`config.mk`:
```
export PLATFORM = sky130hd
export DESIGN_NAME = repl_plru_unit_flat
export DESIGN_NICKNAME = d
export VERILOG_FILES = /design/src/rtl/repl_plru_unit_if.sv /design/src/rtl/repl_plru_unit.sv /design/src/flat_wrapper.sv
export SDC_FILE = /design/constraint.sdc
export NUM_CORES = 1
export LEC_CHECK = 0
export ABC_AREA = 1
export CORE_MARGIN = 10
export CORE_UTILIZATION = 53
export DETAILED_ROUTE_END_ITERATION = 8
export GPL_TIMING_DRIVEN = 0
export PLACE_DENSITY = 0.77
export SYNTH_ARGS = -nofsm -noshare
export SYNTH_HDL_FRONTEND = slang
export SYNTH_SLANG_ARGS = --single-unit
```
`constraint.sdc`:
```
create_clock -name clk -period 1.7 [get_ports clk]
set_clock_uncertainty 0.05 [all_clocks]
set_input_delay 0.34 -clock clk [delete_from_list [all_inputs] [get_ports clk]]
set_output_delay 0.34 -clock clk [all_outputs]
set_load 0.05 [all_outputs]
```
`src/rtl/repl_plru_unit_if.sv`:
```
// Request/response bundle for the tree-PLRU replacement unit.
// Optional lock_mask exists only when REPL_LOCK_EN is defined.
interface repl_plru_unit_if #(
  parameter int WAYS = 4,
  parameter int SETS = 16
);
  localparam int SET_IDX = $clog2(SETS);
  localparam int WAY_IDX = $clog2(WAYS);

  logic               lookup_req;
  logic [SET_IDX-1:0] lookup_set;
  logic [WAYS-1:0]    valid_vec;
  logic               touch_en;
  logic [SET_IDX-1:0] touch_set;
  logic [WAYS-1:0]    touch_way;
`ifdef REPL_LOCK_EN
  logic [WAYS-1:0]    lock_mask;
`endif
  logic               flush_req;
  logic               ready;
  logic               evict_valid;
  logic [WAYS-1:0]    evict_way;
  logic [WAY_IDX-1:0] evict_idx;
  logic               evict_none;
  logic               flush_done;

  modport master (
`ifdef REPL_LOCK_EN
    output lock_mask,
`endif
    output lookup_req, lookup_set, valid_vec,
    output touch_en, touch_set, touch_way, flush_req,
    input  ready, evict_valid, evict_way, evict_idx, evict_none, flush_done
  );

  modport slave (
`ifdef REPL_LOCK_EN
    input  lock_mask,
`endif
    input  lookup_req, lookup_set, valid_vec,
    input  touch_en, touch_set, touch_way, flush_req,
    output ready, evict_valid, evict_way, evict_idx, evict_none, flush_done
  );
endinterface

```
`src/rtl/repl_plru_unit.sv`:
```
// Tree pseudo-LRU victim selector with per-set state and a flush sweep.
// Optional feature macro: REPL_LOCK_EN (adds lock_mask, evict_none can assert).
//
// state | meaning
// IDLE  | lookups/touches accepted, ready=1
// FLUSH | clearing one set per cycle, requests ignored
module repl_plru_unit #(
  parameter int WAYS = 4,
  parameter int SETS = 16
) (
  input logic            clk,
  input logic            rst,
  repl_plru_unit_if.slave bus
);
  localparam int SET_IDX = $clog2(SETS);
  localparam int WAY_IDX = $clog2(WAYS);
  localparam int NODES   = WAYS - 1;

  typedef enum logic {IDLE, FLUSH} state_t;

  state_t             state_q, state_d;
  logic [SET_IDX-1:0] cnt_q;
  logic [NODES-1:0]   tree_q [SETS];

  logic               ready, flush_start, flush_last;
  logic               touch_ok, lookup_ok;
  logic [WAY_IDX-1:0] touch_idx, victim_idx;
  logic [NODES-1:0]   tree_touched, tree_lookup;
  logic [WAYS-1:0]    lock, avail;
  logic               victim_none;
  logic               evict_valid_q, flush_done_q;
  logic [WAYS-1:0]    evict_way_q;
  logic [WAY_IDX-1:0] evict_idx_q;

  // Point every node on the path to the accessed way away from it.
  function automatic logic [NODES-1:0] tree_touch(input logic [NODES-1:0] t,
                                                  input logic [WAY_IDX-1:0] way);
    logic [NODES-1:0] r;
    int node;
    r = t;
    node = 0;
    for (int l = WAY_IDX - 1; l >= 0; l--) begin
      r[node] = ~way[l];
      node = 2 * node + 1 + (way[l] ? 1 : 0);
    end
    return r;
  endfunction

  function automatic logic [WAY_IDX-1:0] oh_to_idx(input logic [WAYS-1:0] oh);
    logic [WAY_IDX-1:0] r;
    r = '0;
    for (int i = 0; i < WAYS; i++)
      if (oh[i]) r = WAY_IDX'(i);
    return r;
  endfunction

  function automatic logic range_locked(input logic [WAYS-1:0] lk, input int lo, input int cnt);
    logic hit;
    hit = 1'b1;
    for (int i = 0; i < WAYS; i++)
      if (i >= lo && i < lo + cnt && !lk[i]) hit = 1'b0;
    return hit;
  endfunction

  // Walk from the root; a fully locked chosen half diverts the walk to its sibling.
  function automatic logic [WAY_IDX-1:0] tree_walk(input logic [NODES-1:0] t,
                                                   input logic [WAYS-1:0] lk);
    int   node, base, half;
    logic dir;
    node = 0;
    base = 0;
    for (int l = 0; l < WAY_IDX; l++) begin
      half = WAYS >> (l + 1);
      dir  = t[node];
      if (!dir && range_locked(lk, base, half))            dir = 1'b1;
      else if (dir && range_locked(lk, base + half, half)) dir = 1'b0;
      if (dir) base = base + half;
      node = 2 * node + 1 + (dir ? 1 : 0);
    end
    return WAY_IDX'(base);
  endfunction

`ifdef REPL_LOCK_EN
  assign lock = bus.lock_mask;
`else
  assign lock = '0;
`endif

  // FSM state register.
  always_ff @(posedge clk or negedge rst) begin
    if (!rst) state_q <= IDLE;
    else      state_q <= state_d;
  end

  // FSM next state; flush wins over any same-cycle request.
  always_comb begin
    state_d     = state_q;
    ready       = 1'b0;
    flush_start = 1'b0;
    flush_last  = 1'b0;
    unique case (state_q)
      IDLE: begin
        ready = 1'b1;
        if (bus.flush_req) begin
          state_d     = FLUSH;
          flush_start = 1'b1;
        end
      end
      FLUSH: begin
        if (cnt_q == SET_IDX'(SETS - 1)) begin
          state_d    = IDLE;
          flush_last = 1'b1;
        end
      end
    endcase
  end

  // Request qualification and victim selection (lookup sees a same-set touch).
  always_comb begin
    touch_ok     = bus.touch_en & ready & ~bus.flush_req & $onehot(bus.touch_way);
    lookup_ok    = bus.lookup_req & ready & ~bus.flush_req;
    touch_idx    = oh_to_idx(bus.touch_way);
    tree_touched = tree_touch(tree_q[bus.touch_set], touch_idx);
    tree_lookup  = (touch_ok && bus.touch_set == bus.lookup_set) ? tree_touched
                                                                 : tree_q[bus.lookup_set];
    avail        = ~bus.valid_vec & ~lock;
    victim_none  = &lock;
    victim_idx   = tree_walk(tree_lookup, lock);
    if (|avail) begin
      victim_idx = '0;
      for (int i = WAYS - 1; i >= 0; i--)
        if (avail[i]) victim_idx = WAY_IDX'(i);
    end
  end

  // Flush sweep counter.
  always_ff @(posedge clk or negedge rst) begin
    if (!rst)                  cnt_q <= '0;
    else if (flush_start)      cnt_q <= '0;
    else if (state_q == FLUSH) cnt_q <= cnt_q + 1'b1;
  end

  // Per-set tree bits: sweep clear or touch update.
  always_ff @(posedge clk or negedge rst) begin
    if (!rst) begin
      for (int s = 0; s < SETS; s++) tree_q[s] <= '0;
    end else if (state_q == FLUSH) begin
      tree_q[cnt_q] <= '0;
    end else if (touch_ok) begin
      tree_q[bus.touch_set] <= tree_touched;
    end
  end

`ifdef REPL_LOCK_EN
  logic evict_none_q;
  // Registered "no evictable way" flag.
  always_ff @(posedge clk or negedge rst) begin
    if (!rst)           evict_none_q <= 1'b0;
    else if (lookup_ok) evict_none_q <= victim_none;
  end
  assign bus.evict_none = evict_none_q;
`else
  assign bus.evict_none = 1'b0;
`endif

  // Registered victim response, one cycle after an accepted lookup.
  always_ff @(posedge clk or negedge rst) begin
    if (!rst) begin
      evict_valid_q <= 1'b0;
      evict_way_q   <= '0;
      evict_idx_q   <= '0;
      flush_done_q  <= 1'b0;
    end else begin
      evict_valid_q <= lookup_ok;
      flush_done_q  <= flush_last;
      if (lookup_ok) begin
        evict_idx_q <= victim_none ? '0 : victim_idx;
        evict_way_q <= victim_none ? '0 : (WAYS'(1) << victim_idx);
      end
    end
  end

  assign bus.ready       = ready;
  assign bus.evict_valid = evict_valid_q;
  assign bus.evict_way   = evict_way_q;
  assign bus.evict_idx   = evict_idx_q;
  assign bus.flush_done  = flush_done_q;
endmodule

```
`src/flat_wrapper.sv`:
```
// flat-port wrapper written by rule: the top's interface ports become plain ports
module repl_plru_unit_flat 
#(
  parameter int WAYS = 4,
  parameter int SETS = 16
)
  (clk, rst, bus_lookup_req, bus_lookup_set, bus_valid_vec, bus_touch_en, bus_touch_set, bus_touch_way, bus_flush_req, bus_ready, bus_evict_valid, bus_evict_way, bus_evict_idx, bus_evict_none, bus_flush_done);
  repl_plru_unit_if #(.WAYS(WAYS), .SETS(SETS)) bus_i ();
  input logic clk;
  input logic rst;
  input wire logic [$bits(bus_i.lookup_req)-1:0] bus_lookup_req;
  input wire logic [$bits(bus_i.lookup_set)-1:0] bus_lookup_set;
  input wire logic [$bits(bus_i.valid_vec)-1:0] bus_valid_vec;
  input wire logic [$bits(bus_i.touch_en)-1:0] bus_touch_en;
  input wire logic [$bits(bus_i.touch_set)-1:0] bus_touch_set;
  input wire logic [$bits(bus_i.touch_way)-1:0] bus_touch_way;
  input wire logic [$bits(bus_i.flush_req)-1:0] bus_flush_req;
  output wire logic [$bits(bus_i.ready)-1:0] bus_ready;
  output wire logic [$bits(bus_i.evict_valid)-1:0] bus_evict_valid;
  output wire logic [$bits(bus_i.evict_way)-1:0] bus_evict_way;
  output wire logic [$bits(bus_i.evict_idx)-1:0] bus_evict_idx;
  output wire logic [$bits(bus_i.evict_none)-1:0] bus_evict_none;
  output wire logic [$bits(bus_i.flush_done)-1:0] bus_flush_done;
  assign bus_i.lookup_req = bus_lookup_req;
  assign bus_i.lookup_set = bus_lookup_set;
  assign bus_i.valid_vec = bus_valid_vec;
  assign bus_i.touch_en = bus_touch_en;
  assign bus_i.touch_set = bus_touch_set;
  assign bus_i.touch_way = bus_touch_way;
  assign bus_i.flush_req = bus_flush_req;
  assign bus_ready = bus_i.ready;
  assign bus_evict_valid = bus_i.evict_valid;
  assign bus_evict_way = bus_i.evict_way;
  assign bus_evict_idx = bus_i.evict_idx;
  assign bus_evict_none = bus_i.evict_none;
  assign bus_flush_done = bus_i.flush_done;
  repl_plru_unit #(.WAYS(WAYS), .SETS(SETS)) u_core (.clk(clk), .rst(rst), .bus(bus_i));
endmodule
```
# Yosys cells after proc, flatten, opt, wreduce, memory -nomap -nowiden
# Cells that the tools add are included.
[totals] ff_bits=61 in_bits=21 output_inout_bits=10 elab_cells=143
[classes] add_sub_neg=8 order_cmp=24 n_eq_ne=3 shifts=1 n_mux=52 n_bitwise=15 reduce_logical=18
[ops] op="$mux W48" count=2
[ops] op="$add A2 B32 Y32 const A" count=2
[ops] op="$lt A3 B32 Y1 const A" count=2
[ops] op="$lt A32 B4 Y1 const B" count=2
[ops] op="$and A48 B48 Y48" count=1
[ops] op="$bwmux W48" count=1
[ops] op="$not A48 Y48" count=1
[ops] op="$ge A32 B1 Y1 const B" count=1
[ops] op="$lt A1 B32 Y1 const A" count=1
[ops] op="$lt A2 B32 Y1 const A" count=1
[ops] op="$bmux W3 S4" count=2
[ops] op="$demux W3 S4" count=2
[ops] op="$mux W1" count=23
[ops] op="$mux W3" count=7
[ops] op="$mux W2" count=9
[ops] op="$ge A5 B5 Y1 const B" count=3
[ops] op="$not A4 Y5" count=3
[ops] op="$logic_and A1 B1 Y1" count=14
[ops] op="$lt A5 B1 Y1 const B" count=2
[ops] op="$mux W4" count=2
[ops] op="$ge A1 B3 Y1 const A" count=2
[ops] op="$ge A2 B3 Y1 const A" count=2
[ops] op="$lt A1 B3 Y1 const A" count=2
[ops] op="$lt A2 B3 Y1 const A" count=2
[ops] op="other kinds (21)" count=32

# Longest topological paths before layout
[logic_depth] ltp_word=27 depth_mapped=15 mapped_depth_nobuf=14

# Worst setup path after synthesis
# No wires, ideal clock.
[synth_path] kind="input-to-reg" from="input bus_touch_way[2]" to="register u_core.evict_way_q[2], in the netlist u_core.bus.evict_way[2]" setup_time_ns=0.127 arrival_ns=2.286 required_time_ns=1.523 path_slack_ns=-0.763 stages=11 n_path_buf=0 cell_sequence="inv_1 > ha_1 > ha_1 > fa_1 > nor3_1 > nand2_1 > or3_1 > nand3_1 > nand3_1 > nand2_2 > o21ai_0"
[synth_between] elab_chain_len=26 elab_cells_between_ends=67 cone_classes="6 x add/sub; 18 x order compare; 1 x eq/ne; 1 x shift; 25 x mux; 3 x bitwise; 13 x reduce/logical"
[synth_rtl] item="start: declaration" line_no="flat_wrapper.sv:16" rtl="input wire logic [$bits(bus_i.touch_way)-1:0] bus_touch_way;"
[synth_rtl] item="$mux W2 (2 in series)" line_no="repl_plru_unit.sv:53" rtl="if (oh[i]) r = WAY_IDX'(i);"
[synth_rtl] item="$mux W1" line_no="repl_plru_unit.sv:44" rtl="node = 2 * node + 1 + (way[l] ? 1 : 0);"
[synth_rtl] item="$add A2 B32 Y32" line_no="repl_plru_unit.sv:44"
[synth_rtl] item="$ge A32 B1 Y1 (not written as such) or $lt A32 B4 Y1 (tied branches)" line_no="repl_plru_unit.sv:43" rtl="r[node] = ~way[l];"
[synth_rtl] item="$logic_and A1 B1 Y1 (not written as such)" line_no="repl_plru_unit.sv:43"
[synth_rtl] item="$mux W1 (not written as such)" line_no="repl_plru_unit.sv:43"
[synth_rtl] item="$demux W1 S2"
[synth_rtl] item="$bwmux W3" line_no="repl_plru_unit.sv:43"
[synth_rtl] item="[... 6 more ...]"
[synth_rtl] item="$mux W1 (4 in series)" line_no="repl_plru_unit.sv:61" rtl="if (i >= lo && i < lo + cnt && !lk[i]) hit = 1'b0;"
[synth_rtl] item="$mux W1" line_no="repl_plru_unit.sv:75" rtl="if (!dir && range_locked(lk, base, half)) dir = 1'b1;"
[synth_rtl] item="$logic_and A1 B1 Y1" line_no="repl_plru_unit.sv:76" rtl="else if (dir && range_locked(lk, base + half, half)) dir = 1'b0;"
[synth_rtl] item="$mux W1" line_no="repl_plru_unit.sv:76"
[synth_rtl] item="$mux W1" line_no="repl_plru_unit.sv:75"
[synth_rtl] item="$mux W2 *" line_no="repl_plru_unit.sv:77" rtl="if (dir) base = base + half;"
[synth_rtl] item="$mux W2 *" line_no="repl_plru_unit.sv:129" rtl="if (|avail) begin"
[synth_rtl] item="$shl A1 B2 Y4 *" line_no="repl_plru_unit.sv:178" rtl="evict_way_q <= victim_none ? '0 : (WAYS'(1) << victim_idx);"
[synth_rtl] item="end signal: assignment" line_no="repl_plru_unit.sv:178"
[synth_rtl] item="end: declaration" line_no="repl_plru_unit.sv:32" rtl="logic [WAYS-1:0] evict_way_q;"
# Mark *: on every way between the ends. The rest lies on a longest branch, timed or not. The select of a mux whose other input is x is not followed.
# A chain may end at the register's enable or synchronous reset.

# Worst setup path in the final report
[layout_path] from="input bus_touch_way[3]" to="register u_core.tree_q[21] in the netlist's numbering"
[layout_between] elab_chain_len=11 elab_cells_between_ends=19 cone_classes="3 x add/sub; 2 x order compare; 1 x eq/ne; 8 x mux; 3 x bitwise; 2 x reduce/logical"
[layout_rtl] item="$mux W2" line_no="repl_plru_unit.sv:53"
[layout_rtl] item="$mux W1" line_no="repl_plru_unit.sv:44"
[layout_rtl] item="$add A2 B32 Y32" line_no="repl_plru_unit.sv:44"
[layout_rtl] item="$ge A32 B1 Y1 (not written as such) or $lt A32 B4 Y1 (tied branches)" line_no="repl_plru_unit.sv:43"
[layout_rtl] item="$logic_and A1 B1 Y1 (not written as such)" line_no="repl_plru_unit.sv:43"
[layout_rtl] item="$mux W1 (not written as such)" line_no="repl_plru_unit.sv:43"
[layout_rtl] item="$demux W1 S2"
[layout_rtl] item="$bwmux W3" line_no="repl_plru_unit.sv:43"
[layout_rtl] item="$bwmux W48" line_no="repl_plru_unit.sv:150" rtl="tree_q[bus.touch_set] <= tree_touched;"
[layout_rtl] item="$mux W48" line_no="repl_plru_unit.sv:149" rtl="end else if (touch_ok) begin"
[layout_rtl] item="$mux W48" line_no="repl_plru_unit.sv:147" rtl="end else if (state_q == FLUSH) begin"
[layout_rtl] item="end signal: indexed assignment" line_no="repl_plru_unit.sv:150"
[layout_rtl] item="end: declaration" line_no="repl_plru_unit.sv:23" rtl="logic [NODES-1:0] tree_q [SETS];"
# Several ways; a longest one is shown, not always the timed one. The select of a mux whose other input is x is not followed.

==> metrics.md <==
| Metric | Value |
|---|---|
| Hold Worst Slack | 0.4217 ns |
| Worst endpoint required time | 1.86 ns |
| Maximum VDD drop | 826.1 µV |
| Timing-limited maximum frequency | 457.0 MHz |
| Drt initial violations | 402 |
| Pin slew with the least headroom to its limit | 0.7202 ns |
| Net count of the finished layout | 618 |
| Synthesized netlist cell count | 534 |
| Die W | 104.1 µm |
| Routed length per placed instance | 17.65 µm |
| Storage element area | 0.001526 mm² |
| Clock tree sinks | 61 |
| Synth Net Count | 564 |
| Core Rows | 30 |
| Arrival time of data at the critical path endpoint | 2.35 ns |
| Number of clock buffers inserted by TritonCTS | 9 |
| Die Span Y | 104.1 µm |
| Number of cells on the worst hold path | 2 |
| Post-Synth Simple-Gate Area | 0.2995 |
| Area of the core | 0.006832 mm² |
| Start point of the worst min-delay path | u_core.bus.evict_way[3]$_DFFE_PN0P_ |
| Number of failing setup endpoints in the final timing report | 54 |
| Number of nets with antenna violations after routing | 0 |
| Global-route met1 utilization | 0.2641 |
| Parity-gate share of the synthesized area counting xor and xnor cells | 0.01135 |
| Routability congestion estimate | 1.035 |
| First-pass iteration count of the detailed router | 7 |
| Share of the synthesized area in the top cell type | 0.4073 |
| Kind of cell with the highest combined delay on the critical path | adder cells |
| Min-delay worst type | flip-flop to flip-flop |
| Worst Setup Start Kind | input port |
| Area of the die | 0.01083 mm² |
| Async set or reset register ratio after synthesis | 1.000 |
| Worst-path cell chain | buf_12, inv_12, ha_4, ha_4, fa_1, nor3_4, nand2_4, buf_12, nor3_4, buf_6, a32oi_4, nand2_1, o21ai_1 |
| Final Max Tran Viols | 0 |
| Total via count in the routed design | 3898 |
| Detailed-route wire length | 12.15 mm |
| Share of post-route cells with drive strength above 1 | 0.2095 |
| Flops & latches, synth | 61 |
| Initial cell density of the core | 0.5485 |
| CP Buf/Inv Count | 4 |
| Estimated wirelength of the detail-placed design | 8.044 mm |
| Cell depth of the worst flop-to-flop path | 9 |
| Fraction of the mapped netlist area in adder cells | 0.03205 |
| Area of the mapped netlist | 0.003747 mm² |
| Sequential area share after synthesis | 0.4073 |
| Clock root buffer | sky130_fd_sc_hd__clkbuf_8 |
| Post-synthesis mux area share | 0 |
| Fin area | 0.004960 mm² |
| PwrDens | 989.2 mW/mm² |
| Number of cells on the critical path | 13 |
| Final global-route overflow total | 0 |
| Number of max-cap violations | 0 |
| YS warnings | 0 |
| Overall global routing resource usage | 0.2179 |
| First-pass GRT wire length | 19.16 mm |
| Layout overhead on the synthesized area | 32.35% |
| Final hold violation count | 0 |
| Compound-Gate Fraction of Synth Area | 0.1476 |
| Layout fillers | 531 |
| Largest net degree at the start of global routing | 37 |
| Grt met2 use | 0.3468 |
| Startpoint of the most critical setup path | bus_touch_way[3] |
| Number of distinct library cells after synthesis | 36 |
| Reg-to-Reg Start | u_core.state_q$_DFF_PN0_ |
| Clock buffer depth | 2 |
| Final period utilization | 1.287 |
| H-tree depth | 3 |
| Antenna violations before repair | 0 |
| Commonest register cell after synthesis | sky130_fd_sc_hd__dfrtp_1 |
| Setup WS pre-CTS | -1.768 ns |
| Biggest area consumer among synthesized cells | sky130_fd_sc_hd__dfrtp_1 |
| Met3 usage in global routing | 0.05762 |
| Cell types with the largest area share after synthesis | sky130_fd_sc_hd__dfrtp_1 41%, sky130_fd_sc_hd__nand2_1 20%, sky130_fd_sc_hd__o21ai_0 8.1%, sky130_fd_sc_hd__inv_1 6.1%, sky130_fd_sc_hd__nand3_1 4.4% |
| Maximum fanout count along the critical path | 5 |
| Diodes inserted | 0 |
| Leakage power figure | 2.328 nW |
| Number of global-route vias before repair | 3810 |
| Final worst path period need | 2.188 ns |
| Rel. slew slack | 0.5199 |
| Clock tree from TritonCTS | built |
| Status | complete, but fails checks |
| Avg Inst Size Synth | 7.017 µm² |
| Setup repair after global routing missed its margin | yes |
| Standard cell area after detailed placement | 0.004203 mm² |
| Residual DRC | 0 |
| Combinational family with the most area after synthesis | simple AND/OR/NAND/NOR gates |
| Worst Setup Path Type | input port to flip-flop |
| # port buffers | 25 |
| Clock latency at the later pin of the worst-skew pair | 0.36 ns |
| Violated checks | setup timing |
| Number of synthesized flops with an enable pin | 0 |
| Slowest cell delay on critical path | 0.50 ns |
| Via count normalized by instance count | 5.666 |
| Worst Setup Slack, final | -0.4881 ns |
| Clock slew at the register clock pins of the worst setup and hold paths | 0.07 ns |
| Total area of multi-input combinational cells | 0.002223 mm² |
| Critical path endpoint category | flip-flop |
| Critical Path Slowest Stage Cell | sky130_fd_sc_hd__fa_1 |
| Most heavily used metal layer in global routing | met2 |
| Num ports | 31 |
-- cell usage after synthesis (4+ instances only) --
| cell type | number |
|---|---|
| sky130_fd_sc_hd__nand2_1 | 202 |
| sky130_fd_sc_hd__dfrtp_1 | 61 |
| sky130_fd_sc_hd__inv_1 | 61 |
| sky130_fd_sc_hd__o21ai_0 | 61 |
| sky130_fd_sc_hd__nand3_1 | 33 |
| sky130_fd_sc_hd__nor2_1 | 20 |
| sky130_fd_sc_hd__a21oi_1 | 12 |
| sky130_fd_sc_hd__nor3_1 | 10 |
| sky130_fd_sc_hd__ha_1 | 8 |
| sky130_fd_sc_hd__o22ai_1 | 8 |
| sky130_fd_sc_hd__o21ai_1 | 7 |
| sky130_fd_sc_hd__buf_6 | 6 |
| sky130_fd_sc_hd__buf_2 | 5 |
| sky130_fd_sc_hd__buf_4 | 4 |
| sky130_fd_sc_hd__o211ai_1 | 4 |
-- registers in the layout, indices dropped and copies added (netlist names) --
name                    count
u_core.bus.evict_idx        2
u_core.tree_q              48
u_core.state_q              1
u_core.bus.evict_valid      1
u_core.bus.flush_done       1
u_core.cnt_q                4
u_core.bus.evict_way        4
-- power breakdown --
group / internal, mW / total [mW] / leakage, nW / switching [mW]
Combinational: 0.572 / 1.73 / 1.39 / 1.15
Clock: 0.855 / 1.45 / 0.105 / 0.598
Sequential: 1.61 / 1.73 / 0.834 / 0.120
Total: 3.03 / 4.91 / 2.33 / 1.87
-- cell usage in the layout, fill, tap and decap left out, drive strengths merged --
| cell | netlist | routed |
|---|---|---|
| a21boi | 1 | 1 |
| a21oi | 12 | 12 |
| a22oi | 1 | 1 |
| a32oi | 2 | 2 |
| buf | 15 | 39 |
| bufinv | 0 | 2 |
| clkbuf | 4 | 14 |
| clkdlybuf4s50 | 0 | 10 |
| clkinv | 1 | 2 |
| clkinvlp | 0 | 1 |
| conb | 1 | 1 |
| dfrtp | 61 | 61 |
| dlygate4sd2 | 0 | 8 |
| dlygate4sd3 | 0 | 1 |
| dlymetal6s2s | 0 | 1 |
| fa | 1 | 1 |
| ha | 8 | 8 |
| inv | 63 | 63 |
| nand2 | 203 | 203 |
| nand3 | 33 | 33 |
| nand4 | 2 | 2 |
| nor2 | 21 | 21 |
| nor3 | 13 | 13 |
| o211ai | 4 | 4 |
| o21a | 4 | 4 |
| o21ai | 68 | 68 |
| o22ai | 8 | 8 |
| o31ai | 1 | 1 |
| or2 | 2 | 2 |
| or3 | 1 | 1 |
| xnor2 | 4 | 4 |
-- worst register-to-register path, cell delays in order (launching register included) --
cell	delay [ns]
sky130_fd_sc_hd__dfrtp_1	0.40
sky130_fd_sc_hd__or2_1	0.27
sky130_fd_sc_hd__clkinv_1	0.16
sky130_fd_sc_hd__nand2_4	0.10
sky130_fd_sc_hd__buf_12	0.16
sky130_fd_sc_hd__nor3_4	0.18
sky130_fd_sc_hd__buf_6	0.19
sky130_fd_sc_hd__a32oi_4	0.07
sky130_fd_sc_hd__nand2_1	0.09
sky130_fd_sc_hd__o21ai_1	0.06
-- cells by family (layout without fill, tap and decap cells) --
| kind of cell | count (synthesis) | count (layout) |
|---|---|---|
| other | 1 | 1 |
| buffers and inverters | 83 | 141 |
| and+or+nand+nor | 275 | 275 |
| adders and majority gates | 9 | 9 |
| DFF | 61 | 61 |
| AOI/OAI and AO/OA | 101 | 101 |
| xor gates and xnor gates | 4 | 4 |
-- cell type report --
type,count,area share
well taps,96,0.02422
inverters,64,0.05247
flip-flops and latches,61,0.3078
multi-input cells,390,0.4483
clock inverters,4,0.01463
clock buffers,11,0.02851
plain buffers,19,0.03305
repair buffers,43,0.09107
-- what timing repair did --
action	CTS	global route
pin swaps	36	35
setup endpoints to repair	63	55
setup buffers	11	5
endpoints found under the hold margin	25	0
hold buffers	1	0
resized for setup	103	60
-- stage by stage --
step | cells | total power, mW | setup TNS [ns] | utilization
after floorplan | 534 | 2.725 | -23.64 | -
after global placement | 655 | 3.174 | -188.02 | 0.6130
after detailed placement | 656 | 3.213 | -82.21 | 0.6152
after CTS | 683 | 4.744 | -26.87 | 0.6918
after global routing | 688 | 5.137 | -26.00 | 0.7260
final | 688 | 4.906 | -22.37 | 0.7260
-- path summary, 6_finish.rpt --
kind / endpoint / slack [ns]
setup / recovery: u_core.tree_q[21]$_DFFE_PN0P_ / -0.49
hold / removal: u_core.bus.evict_way[3]$_DFFE_PN0P_ / 0.42
setup reg to reg: u_core.tree_q[21]$_DFFE_PN0P_ / -0.16
hold reg to reg: u_core.bus.evict_way[3]$_DFFE_PN0P_ / 0.42
max in group asynchronous: u_core.cnt_q[2]$_DFFE_PN0P_ / 0.50
min in group asynchronous: u_core.tree_q[32]$_DFFE_PN0P_ / 0.48
-- metal layers --
metal  routed length, µm  vias to the layer above  share of wire
li1                    -                     1818              -
met1                4848                     1815           0.40
met2                5806                      228           0.48
met3                1043                       37          0.086
met4                 448                        0          0.037
met5                   0                        -              0
Note: power is estimated with default switching activity, not from simulation.
